[src/rtl/md_sequencer.sv]
// rtl/md_sequencer.sv - control sequencer for the multicycle multiply/divide unit
//
// Purpose:
//   Accepts a one-cycle request from the main control unit and fires the
//   multiply/divide start strobe. It then counts the unit's fixed latency and
//   pulses the HI/LO write enables together with done. busy tells the control
//   FSM when to stall. abort returns the sequencer to IDLE from any state.
//
// Configuration macro:
//   MD_DIV0_TRAP_EN - when defined, a divide by zero is screened in IDLE and
//                     takes the EXC path (div0_exc pulse, no start, no HI/LO
//                     write). When undefined, every divide runs normally and
//                     div0_exc is tied low.
//
// Ports:
//   clk        in   system clock, rising edge
//   rst        in   asynchronous active-low reset
//   req        in   start request, sampled only in IDLE
//   op_div     in   0 = multiply, 1 = divide, sampled with req
//   abort      in   flush; cancels any operation and masks all strobes
//   operand_b  in   divisor (REG_B), sampled with req
//   md_start   out  start strobe to the multiply/divide unit
//   hi_we      out  HI register write enable
//   lo_we      out  LO register write enable
//   busy       out  operation in progress
//   done       out  one-cycle completion pulse
//   div0_exc   out  one-cycle divide-by-zero exception pulse

module md_sequencer #(
    parameter int MULT_CYCLES = 32,
    parameter int DIV_CYCLES  = 32,
    parameter int CNT_W       = 6
) (
    input  logic        clk,
    input  logic        rst,
    input  logic        req,
    input  logic        op_div,
    input  logic        abort,
    input  logic [31:0] operand_b,
    output logic        md_start,
    output logic        hi_we,
    output logic        lo_we,
    output logic        busy,
    output logic        done,
    output logic        div0_exc
);

    localparam logic [CNT_W-1:0] MULT_LOAD = CNT_W'(MULT_CYCLES);
    localparam logic [CNT_W-1:0] DIV_LOAD  = CNT_W'(DIV_CYCLES);
    localparam logic [CNT_W-1:0] CNT_ONE   = CNT_W'(1);

`ifdef MD_DIV0_TRAP_EN
    typedef enum logic [2:0] {
        S_IDLE,
        S_EXC,
        S_START,
        S_RUN,
        S_WB
    } state_t;
`else
    typedef enum logic [2:0] {
        S_IDLE,
        S_START,
        S_RUN,
        S_WB
    } state_t;
`endif

    state_t           state;
    logic [CNT_W-1:0] cnt;
    logic             start_q;
    logic             wb_q;
    logic             exc_q;
    logic             busy_q;

    // The strobe registers are loaded on the edge that enters the state they
    // belong to, so every output is a clean flop decoded one edge early.
    always_ff @(posedge clk or negedge rst) begin
        if (!rst) begin
            state   <= S_IDLE;
            cnt     <= '0;
            start_q <= 1'b0;
            wb_q    <= 1'b0;
            exc_q   <= 1'b0;
            busy_q  <= 1'b0;
        end else begin
            start_q <= 1'b0;
            wb_q    <= 1'b0;
            exc_q   <= 1'b0;
            if (abort) begin
                state  <= S_IDLE;
                cnt    <= '0;
                busy_q <= 1'b0;
            end else begin
                case (state)
                    S_IDLE: begin
                        if (req) begin
                            busy_q <= 1'b1;
`ifdef MD_DIV0_TRAP_EN
                            if (op_div && (operand_b == 32'd0)) begin
                                state <= S_EXC;
                                exc_q <= 1'b1;
                            end else
`endif
                            begin
                                cnt     <= op_div ? DIV_LOAD : MULT_LOAD;
                                state   <= S_START;
                                start_q <= 1'b1;
                            end
                        end
                    end
`ifdef MD_DIV0_TRAP_EN
                    S_EXC: begin
                        state  <= S_IDLE;
                        busy_q <= 1'b0;
                    end
`endif
                    S_START: begin
                        state <= S_RUN;
                    end
                    S_RUN: begin
                        // Counter holds N on the first RUN cycle, so leaving
                        // when it reads 1 yields exactly N RUN cycles.
                        cnt <= cnt - CNT_ONE;
                        if (cnt == CNT_ONE) begin
                            state <= S_WB;
                            wb_q  <= 1'b1;
                        end
                    end
                    S_WB: begin
                        state  <= S_IDLE;
                        busy_q <= 1'b0;
                    end
                    default: begin
                        state  <= S_IDLE;
                        busy_q <= 1'b0;
                    end
                endcase
            end
        end
    end

    // abort kills strobes in the very cycle it is raised.
    assign md_start = start_q & ~abort;
    assign hi_we    = wb_q & ~abort;
    assign lo_we    = wb_q & ~abort;
    assign done     = wb_q & ~abort;
    assign busy     = busy_q;

`ifdef MD_DIV0_TRAP_EN
    assign div0_exc = exc_q & ~abort;
`else
    // Without the trap the divisor is never examined.
    logic unused_operand_b;
    assign unused_operand_b = ^operand_b;
    assign div0_exc         = exc_q & 1'b0;
`endif

endmodule
[config.mk]
export PLATFORM = sky130hd
export DESIGN_NAME = md_sequencer
export DESIGN_NICKNAME = d
export VERILOG_FILES = /design/src/rtl/md_sequencer.sv
export SDC_FILE = /design/constraint.sdc
export NUM_CORES = 1
export LEC_CHECK = 0
export BUFFER_PORTS_ARGS = -buffer_cell sky130_fd_sc_hd__buf_2
export CAP_MARGIN = 40
export CORE_MARGIN = 4
export CORE_UTILIZATION = 41
export DETAILED_ROUTE_END_ITERATION = 16
export PLACE_DENSITY = 0.78
export SLEW_MARGIN = 30
export SYNTH_ARGS = -nofsm -noshare
export SYNTH_HDL_FRONTEND = slang
export SYNTH_SLANG_ARGS = --single-unit
[constraint.sdc]
create_clock -name clk -period 2.2 [get_ports clk]
set_clock_uncertainty 0.05 [all_clocks]
set_input_delay 0.44 -clock clk [delete_from_list [all_inputs] [get_ports clk]]
set_output_delay 0.44 -clock clk [all_outputs]
set_load 0.01 [all_outputs]
==> results.md, run 1 <==
- STA classifies the critical path startpoint as a flip-flop.
- IR analysis of the VDD net gives a maximum drop of 475.7 uV.
- Counting both buffers and inverters, the worst setup path holds a total of 1.
- The via count of the first global-routing pass is 525.
- The register-to-register path setup slack is 0.31 ns.
- The data arrival at the endpoint of the critical path is 2.01 ns.
- In this run, distinct cell masters in the synthesized netlist total 29.
- Broken down by cell family, the worst path's largest delay share belongs to compound AO/OA/AOI/OAI gates.
- The number of warnings issued by yosys is 0.
- In this run the remaining antenna-violating nets after routing total 0.
- The maximum number of pins on one net before global-route repair is 15.
- The start point of the critical path is state[0].
- The destination of the worst register-to-register timing path is cnt[5].
- The delay of the slowest cell on the worst path is 0.44 ns.
- For this block, the via count after detailed routing is 521.
- The number of cells on the worst hold path is 2.
- The number of cell instances on the worst register-to-register path is 6.
- The routed wire length is 1235 um.
- The placement row count is 14.
- Before antenna repair, the detailed router went through 4 iterations.
- CTS placed an instance of sky130_fd_sc_hd__clkbuf_4 at the clock tree root.
- The fill cell instance count of the final layout is 155.
- The path category of the worst min-delay check is in2reg.
- The worst min-delay path endpoint is cnt[3].
- The number of buffers added on ports is 8.
- Synthesis produced a netlist with a net count of 117.
- The number of failing hold endpoints at the final stage is 0.
- The number of levels in the clock H-tree is 1.
- The first global-routing pass estimated 2346 um of wire.
- Setup repair after global routing left no endpoint under its margin.
- Max-cap violations in this run came to 0.
- The synthesized design devotes to its leading area cell type 40.37% of total area.
- The post-synthesis cell count is 76.
- The cell area after technology mapping is 681.9 sq um.
- The total clock buffers created by CTS is 3.
- After synthesis, flip-flops and latches occupy 40.37% of the total area.
- Static timing analysis puts the maximum clock frequency at 0.5285 GHz.
- Clock latency on the worst-skew pair, taken at its later pin, is 0.27 ns.
- The startpoint of the worst register-to-register path is state[0].
- In this run the power density over the cells is 1203 mW/mm^2.
- Setup total negative slack on the finished layout was measured at 0 ns.
- The critical path goes through inv_1 -> ha_1 -> mux2i_4 -> nor2_2 -> a31o_1 -> a221oi_1.
- The largest total area in the synthesized netlist belongs to sky130_fd_sc_hd__dfrtp_1.
- The count of state elements after synthesis is 11.
- After clock tree synthesis, the flow added hold-fix buffers numbering 1.
- The floorplan step defined a die boundary enclosing 0.002379 sq mm.
- The number of post-CTS setup repair buffers is 0.
- Along the worst path, the maximum fanout reaches 10.
- The horizontal extent of the die is 48.78 um.
- From synthesis to final layout, the design area changed by 9.541%.
- The final number of max-transition violations is 0.
- The register clock-pin slew on the reported worst setup and hold paths is 0.07 ns.
- The quantity of gates resized following cts is 0.
- The worst hold path startpoint is abort.
- By area the synthesized netlist is led by sky130_fd_sc_hd__dfrtp_1, sky130_fd_sc_hd__ha_1, sky130_fd_sc_hd__a21oi_1, sky130_fd_sc_hd__nor2_1, sky130_fd_sc_hd__nor2b_1.
- Data on the critical path is required at its endpoint by 2.32 ns.
- The aggregate global-route resource usage is 12.39%.
- The total power is 898.6 uW.
- Excluding fillers, the count of instances in the completed layout stands at 100.
- The cell with the largest stage delay on the worst path is sky130_fd_sc_hd__mux2i_4.
- The die span in y is 48.78 um.
- TritonCTS built the clock tree.
- The flow ran to the end, and the final reports show no timing, DRC or antenna violations.
- The buffer levels on the longest clock path is 2.
- After the first detailed-routing iteration, the DRC count stood at 5.
- For this run, design rule violations remaining after detail routing come to 0.
- After detailed routing, the average wire length per cell comes to 12.35 um.
- Summed over all cells, the static leakage comes to 0.3443 nW.
- In this run the standard cell core region covers 0.001541 sq mm.
- Setup violations remaining at the end of the flow were counted as 0.
- Dividing the detail-routed via count by the number of cells gives 5.210.
- The worst path needs 1.892 ns of the cycle, external delays included.
- The number of nets in the layout is 126.
- The weighted congestion at the end of routability-driven global placement is 0.7842.
- The total overflow reported by the global router is 0.
- The worst setup path is of the reg2reg kind.
- The initial utilization of the core area, before any placement, comes to 44.24%.
- After layout, the worst path uses 86.01% of the clock period.
- The I/O pin count is 43.
- The repair_antennas step left the layout with diodes totalling 0.
- Of the cells placed in the final design, the portion with a size suffix greater than 1 is 16.67%.
- A synthesized cell averages 8.972 sq um.
- The initial antenna violation count came to 0.
- The endpoint class of the critical path is a flip-flop.
- The clock net in this run drives a total of 11 sinks.
- In this run, placement finished with an instance count of 95.
- After legalization and detailed placement, the total HPWL measured 895.5 um.
## cell type report
class / count / area (sq um) / area share (%)
timing repair buffer: 9 / 50.05 / 6.700
sequential: 11 / 275.3 / 36.85
clock buffer: 4 / 26.28 / 3.518
multi-input combinational: 54 / 352.8 / 47.24
tap: 16 / 20.02 / 2.680
inverter: 6 / 22.52 / 3.015
## cells by family (layout without fill, tap and decap cells)
| group | after synthesis | in the layout | synth area share (%) |
|---|---|---|---|
| buffers and inverters | 11 | 19 | 7.888 |
| AND/OR/NAND/NOR | 30 | 30 | 24.22 |
| flip-flops | 11 | 11 | 40.37 |
| multiplexers | 2 | 2 | 4.770 |
| other | 1 | 1 | 0.5499 |
| AO/OA/AOI/OAI | 17 | 17 | 14.86 |
| adder cells (fa/ha/maj) | 4 | 4 | 7.340 |
## worst register-to-register path, cell delays in order, from the launching register on
cell                       delay [ns]
sky130_fd_sc_hd__dfrtp_1         0.38
sky130_fd_sc_hd__inv_1           0.08
sky130_fd_sc_hd__ha_1            0.31
sky130_fd_sc_hd__mux2i_4         0.44
sky130_fd_sc_hd__nor2_2          0.06
sky130_fd_sc_hd__a31o_1          0.22
sky130_fd_sc_hd__a221oi_1        0.24
## metal layers
metal  track usage, %  wire length [um]  share of wire, %  vias to the layer above
li1                 -                 -                 -                      274
met1            17.05               605                49                      234
met2            17.39               543                44                       11
met3            2.446                56               4.5                        2
met4            8.072                29               2.3                        0
met5                0                 0                 0                        -
## worst max path at each step
stage | endpoint | slack (ns) | cells after the start
2_1_floorplan | cnt[5] | 0.53 | 6
3_3_place_gp | cnt[5] | 0.41 | 6
3_5_place_dp | cnt[5] | 0.31 | 6
4_1_cts | cnt[5] | 0.29 | 6
5_1_grt | cnt[5] | 0.13 | 6
6_report | cnt[5] | 0.31 | 6
## synthesized netlist by cell type (all sizes together)
cell,count
clkbuf,1
mux2i,2
nand2b,2
or3,1
conb,1
nor3b,3
nor3,3
nor2b,4
ha,4
o21a,1
inv,6
a31o,1
nand3b,1
and2,1
o21ai,3
dfrtp,11
and3b,1
a211oi,1
a211o,1
nor2,9
nand2,4
buf,4
nand3,1
a21oi,9
a221oi,1
## sequential cells by signal (all words and copies together) (netlist names)
register,count
busy,1
cnt,6
start_q,1
state,2
wb_q,1
## where the power goes
| group | total (mW) | switching (mW) | internal (mW) |
|---|---|---|---|
| clock network | 0.144 | 0.0735 | 0.0703 |
| registers | 0.299 | 0.0440 | 0.255 |
| logic | 0.455 | 0.252 | 0.204 |
## layout by cell type (no fill, tap or decap), types with 2 or more instances in the layout
master / Yosys / routed
sky130_fd_sc_hd__a21oi_1: 9 / 9
sky130_fd_sc_hd__buf_2: 1 / 8
sky130_fd_sc_hd__clkbuf_4: 0 / 3
sky130_fd_sc_hd__dfrtp_1: 11 / 11
sky130_fd_sc_hd__ha_1: 4 / 4
sky130_fd_sc_hd__inv_1: 6 / 6
sky130_fd_sc_hd__nand2_1: 4 / 4
sky130_fd_sc_hd__nand2b_1: 2 / 2
sky130_fd_sc_hd__nor2_1: 8 / 8
sky130_fd_sc_hd__nor2b_1: 4 / 4
sky130_fd_sc_hd__nor3_1: 2 / 2
sky130_fd_sc_hd__nor3b_1: 3 / 3
sky130_fd_sc_hd__o21ai_0: 3 / 3
## through the flow
stage,setup WS [ns],hold slack [ns],util (%),cell area [sq um]
finish,0.3078,0.4515,48.46,747.0
global route,0.1310,0.4577,48.46,747.0
CTS,0.2854,0.4451,48.46,747.0
detailed placement,0.3081,0.2814,46.10,710.7
global placement,0.4080,0.2713,46.10,710.7
floorplan,0.5331,0.09441,-,681.9
Note: power is estimated with default switching activity, not from simulation.
==> run 2: changes to the inputs <==
--- a/config.mk
+++ b/config.mk
@@ -11,6 +11,7 @@
 export CORE_UTILIZATION = 41
 export DETAILED_ROUTE_END_ITERATION = 16
 export PLACE_DENSITY = 0.78
+export RECOVER_POWER = 100
 export SLEW_MARGIN = 30
 export SYNTH_ARGS = -nofsm -noshare
 export SYNTH_HDL_FRONTEND = slang
==> constraint.sdc (replaced) <==
create_clock -name clk -period 2.2 [get_ports clk]
set_clock_uncertainty 0.05 [all_clocks]
set_input_delay 0.55 -clock clk [delete_from_list [all_inputs] [get_ports clk]]
set_output_delay 0.55 -clock clk [all_outputs]
set_load 0.01 [all_outputs]
==> results.md, run 2 (synthesis results as in run 1) <==
- Result of the run: finished clean (unchanged).
- The initial antenna violation count is 0 (unchanged).
- The multi-input combinational cell area is 347.8 sq um (was 352.8 sq um).
- The total number of clock tree sinks is 11 (unchanged).
- The number of max-cap violations is 0 (unchanged).
- The worst-case setup margin in the final layout is 0.3133 ns (was 0.3078 ns).
- The delay of the slowest cell on the worst path is 0.44 ns (about the same).
- The final number of setup-violating endpoints came to 0 (unchanged).
- The via count of the first global-routing pass is 522 (was 525).
- The post-place instance area is 710.7 sq um (unchanged).
- In this run the tightest slew margin relative to its limit is 59.96%.
- The type of origin of the critical path is a flip-flop (unchanged).
- The fill cell instance count of the final layout is 161 (was 155).
- The post-route clock period utilization was 85.76% (was 86.01%).
- The number of DRC markers after the initial detailed-route iteration is 5 (unchanged).
- The core utilization of the finished layout came to 47.00% (was 48.46%).
- The post-DP HPWL is 895.5 um (unchanged).
- The placement row count is 14 (unchanged).
- For the pin with the worst max-slew slack, the measured transition is 0.6006 ns.
- The register clock-pin slew on the reported worst setup and hold paths was 0.07 ns (about the same).
- The global-route wire length before repair was 2332 um (was 2346 um).
- The aggregate global-route resource usage is 12.33% (was 12.39%).
- The number of failing hold endpoints at the final stage is 0 (unchanged).
- The area occupied by registers is 275.3 sq um (unchanged).
- The standard cell core area is 0.001541 sq mm (unchanged).
- The number of design rule violations left after detail routing is 0 (unchanged).
- The static leakage came to 0.3164 nW (was 0.3443 nW).
- The clock root buffer master is sky130_fd_sc_hd__clkbuf_4 (unchanged).
- The post-detailed-route via-to-cell ratio was 5.293 (was 5.210).
- The final number of max-transition violations is 0 (unchanged).
- Cells traversed along the worst timing path: inv_1 -> ha_1 -> mux2i_4 -> nor2_2 -> a31o_1 -> a221oi_1 (unchanged).
- The I/O pin count is 43 (unchanged).
- The largest register by flop count was cnt (unchanged).
- The weighted congestion at the end of routability-driven global placement is 0.7842 (unchanged).
- The start-to-end type of the worst setup path is reg2reg (unchanged).
- The quantity of gates resized following cts came to 0 (unchanged).
- The number of levels in the clock H-tree was 1 (unchanged).
- The number of cell instances on the worst register-to-register path was 6 (unchanged).
- The endpoint class of the critical path is a flip-flop (unchanged).
- Commonest non-fill, non-tap cells in the layout: sky130_fd_sc_hd__dfrtp_1, sky130_fd_sc_hd__a21oi_1, sky130_fd_sc_hd__nor2_1, sky130_fd_sc_hd__clkbuf_1, sky130_fd_sc_hd__inv_1 (was sky130_fd_sc_hd__dfrtp_1, sky130_fd_sc_hd__a21oi_1, sky130_fd_sc_hd__nor2_1, sky130_fd_sc_hd__buf_2, sky130_fd_sc_hd__inv_1).
- The power density over the cells is 1232 mW/mm^2 (was 1203 mW/mm^2).
- The minimum clock period was 1.887 ns (was 1.892 ns).
- The number of buffers added on ports came to 8 (unchanged).
- The die span in y is 48.78 um (unchanged).
- The number of post-CTS setup repair buffers is 0 (unchanged).
- The total clock buffers created by CTS was 3 (unchanged).
- The total overflow reported by the global router is 0 (unchanged).
- The path category of the worst min-delay check is in2async (was in2reg).
- The maximum number of pins on one net before global-route repair came to 15 (unchanged).
- The pre-CTS setup slack is 0.3081 ns (unchanged).
- The highest ir drop seen on vdd is 462.2 uV (was 475.7 uV).
- The maximum clock rate is 0.5300 GHz (was 0.5285 GHz).
- The total die area is 0.002379 sq mm (unchanged).
- The post-route standard cell area excluding fillers is 724.4 sq um (was 747.0 sq um).
- The effective utilization at floorplan is 44.24% (unchanged).
- The share of layout cells above drive strength 1 was 8.434% (was 16.67%).
- The post-detailed-route count of antenna-violating nets is 0 (unchanged).
- The number of nets in the layout came to 125 (was 126).
- The register-to-register path setup slack is 0.31 ns (about the same).
- The routed length per instance is 12.42 um (was 12.35 um).
- The hold buffer count at cts is 0 (was 1).
- The layout overhead on the synthesized area is 6.239% (was 9.541%).
- The buffer levels on the longest clock path was 2 (unchanged).
- The highest net fanout along the worst path is 10 (unchanged).
- The data arrival at the endpoint of the critical path came to 2.01 ns (about the same).
- The worst endpoint required time is 2.32 ns (about the same).
- The count of TritonRoute iterations in the first routing pass is 4 (unchanged).
- The cell with the largest stage delay on the worst path is sky130_fd_sc_hd__mux2i_4 (unchanged).
- The setup TNS is 0 ns (unchanged).
- The source-to-sink clock delay at the later pin of the worst-skew pair came to 0.28 ns (was 0.27 ns).
- The antenna diode count is 0 (unchanged).
- The number of flip-flops under the largest register name is 6 (unchanged).
- The routed wire length is 1230 um (was 1235 um).
- The total number of vias was 524 (was 521).
- The clock tree from TritonCTS is yes (unchanged).
- Setup repair after global routing missed its margin: false (unchanged).
- Largest registers: cnt: 6 flops, state: 2 flops (unchanged).
- The minimum hold slack is 0.1957 ns (was 0.4515 ns).
- The leading cell type in the layout, fill and taps excluded is sky130_fd_sc_hd__dfrtp_1 (unchanged).
- The horizontal extent of the die is 48.78 um (unchanged).
==> run 2: changes by cell type in the layout (fill, tap and decap cells not counted) <==
cell	before	now
sky130_fd_sc_hd__nor3_1	2	3
sky130_fd_sc_hd__buf_2	8	2
sky130_fd_sc_hd__clkbuf_1	1	7
sky130_fd_sc_hd__dlygate4sd3_1	1	0
sky130_fd_sc_hd__nor3_2	1	0
==> run 2: final timing paths <==
check	start	end
setup / recovery	state[0]	cnt[5]
hold / removal	rst	state[0]
setup reg to reg	state[0]	cnt[5]
hold reg to reg	state[0]	state[0]
max in group asynchronous	rst	cnt[2]
min in group clk	state[0]	state[0]
==> run 2: per-stage QoR <==
step,total power [mW],std cells
floorplan,0.6716,76
global placement,0.7361,95
detailed placement,0.7593,95
CTS,0.9079,99
global route,0.9849,99
finish,0.8922,99
==> run 2: critical path: cells and delay by family (launching register included) <==
kind	cells	cell delay, ns
AND/OR/NAND/NOR	1	0.06
multiplexers	1	0.44
AO/OA/AOI/OAI	2	0.45
adder cells (fa/ha/maj)	1	0.31
buffers and inverters	1	0.08
flip-flops	1	0.38
==> run 2: layout make-up <==
type	count	share of cell area, %
flip-flops and latches	11	38.00
repair buffers	8	4.490
inverters	6	3.109
multi-input cells	54	48.01
well taps	16	2.763
clock buffers	4	3.627
==> run 2: report_power, final <==
part / leakage [nW] / internal, mW / total (mW) / switching [mW]
clock network: 0.0150 / 0.0704 / 0.145 / 0.0745
registers: 0.149 / 0.255 / 0.298 / 0.0428
logic: 0.152 / 0.197 / 0.449 / 0.252
==> run 2: routing by layer <==
layer	track usage [%]	up-vias	wire length [um]
met5	0	-	0
met4	8.072	0	32
met3	2.446	3	72
met2	17.39	14	537
met1	16.86	237	587
li1	-	270	-
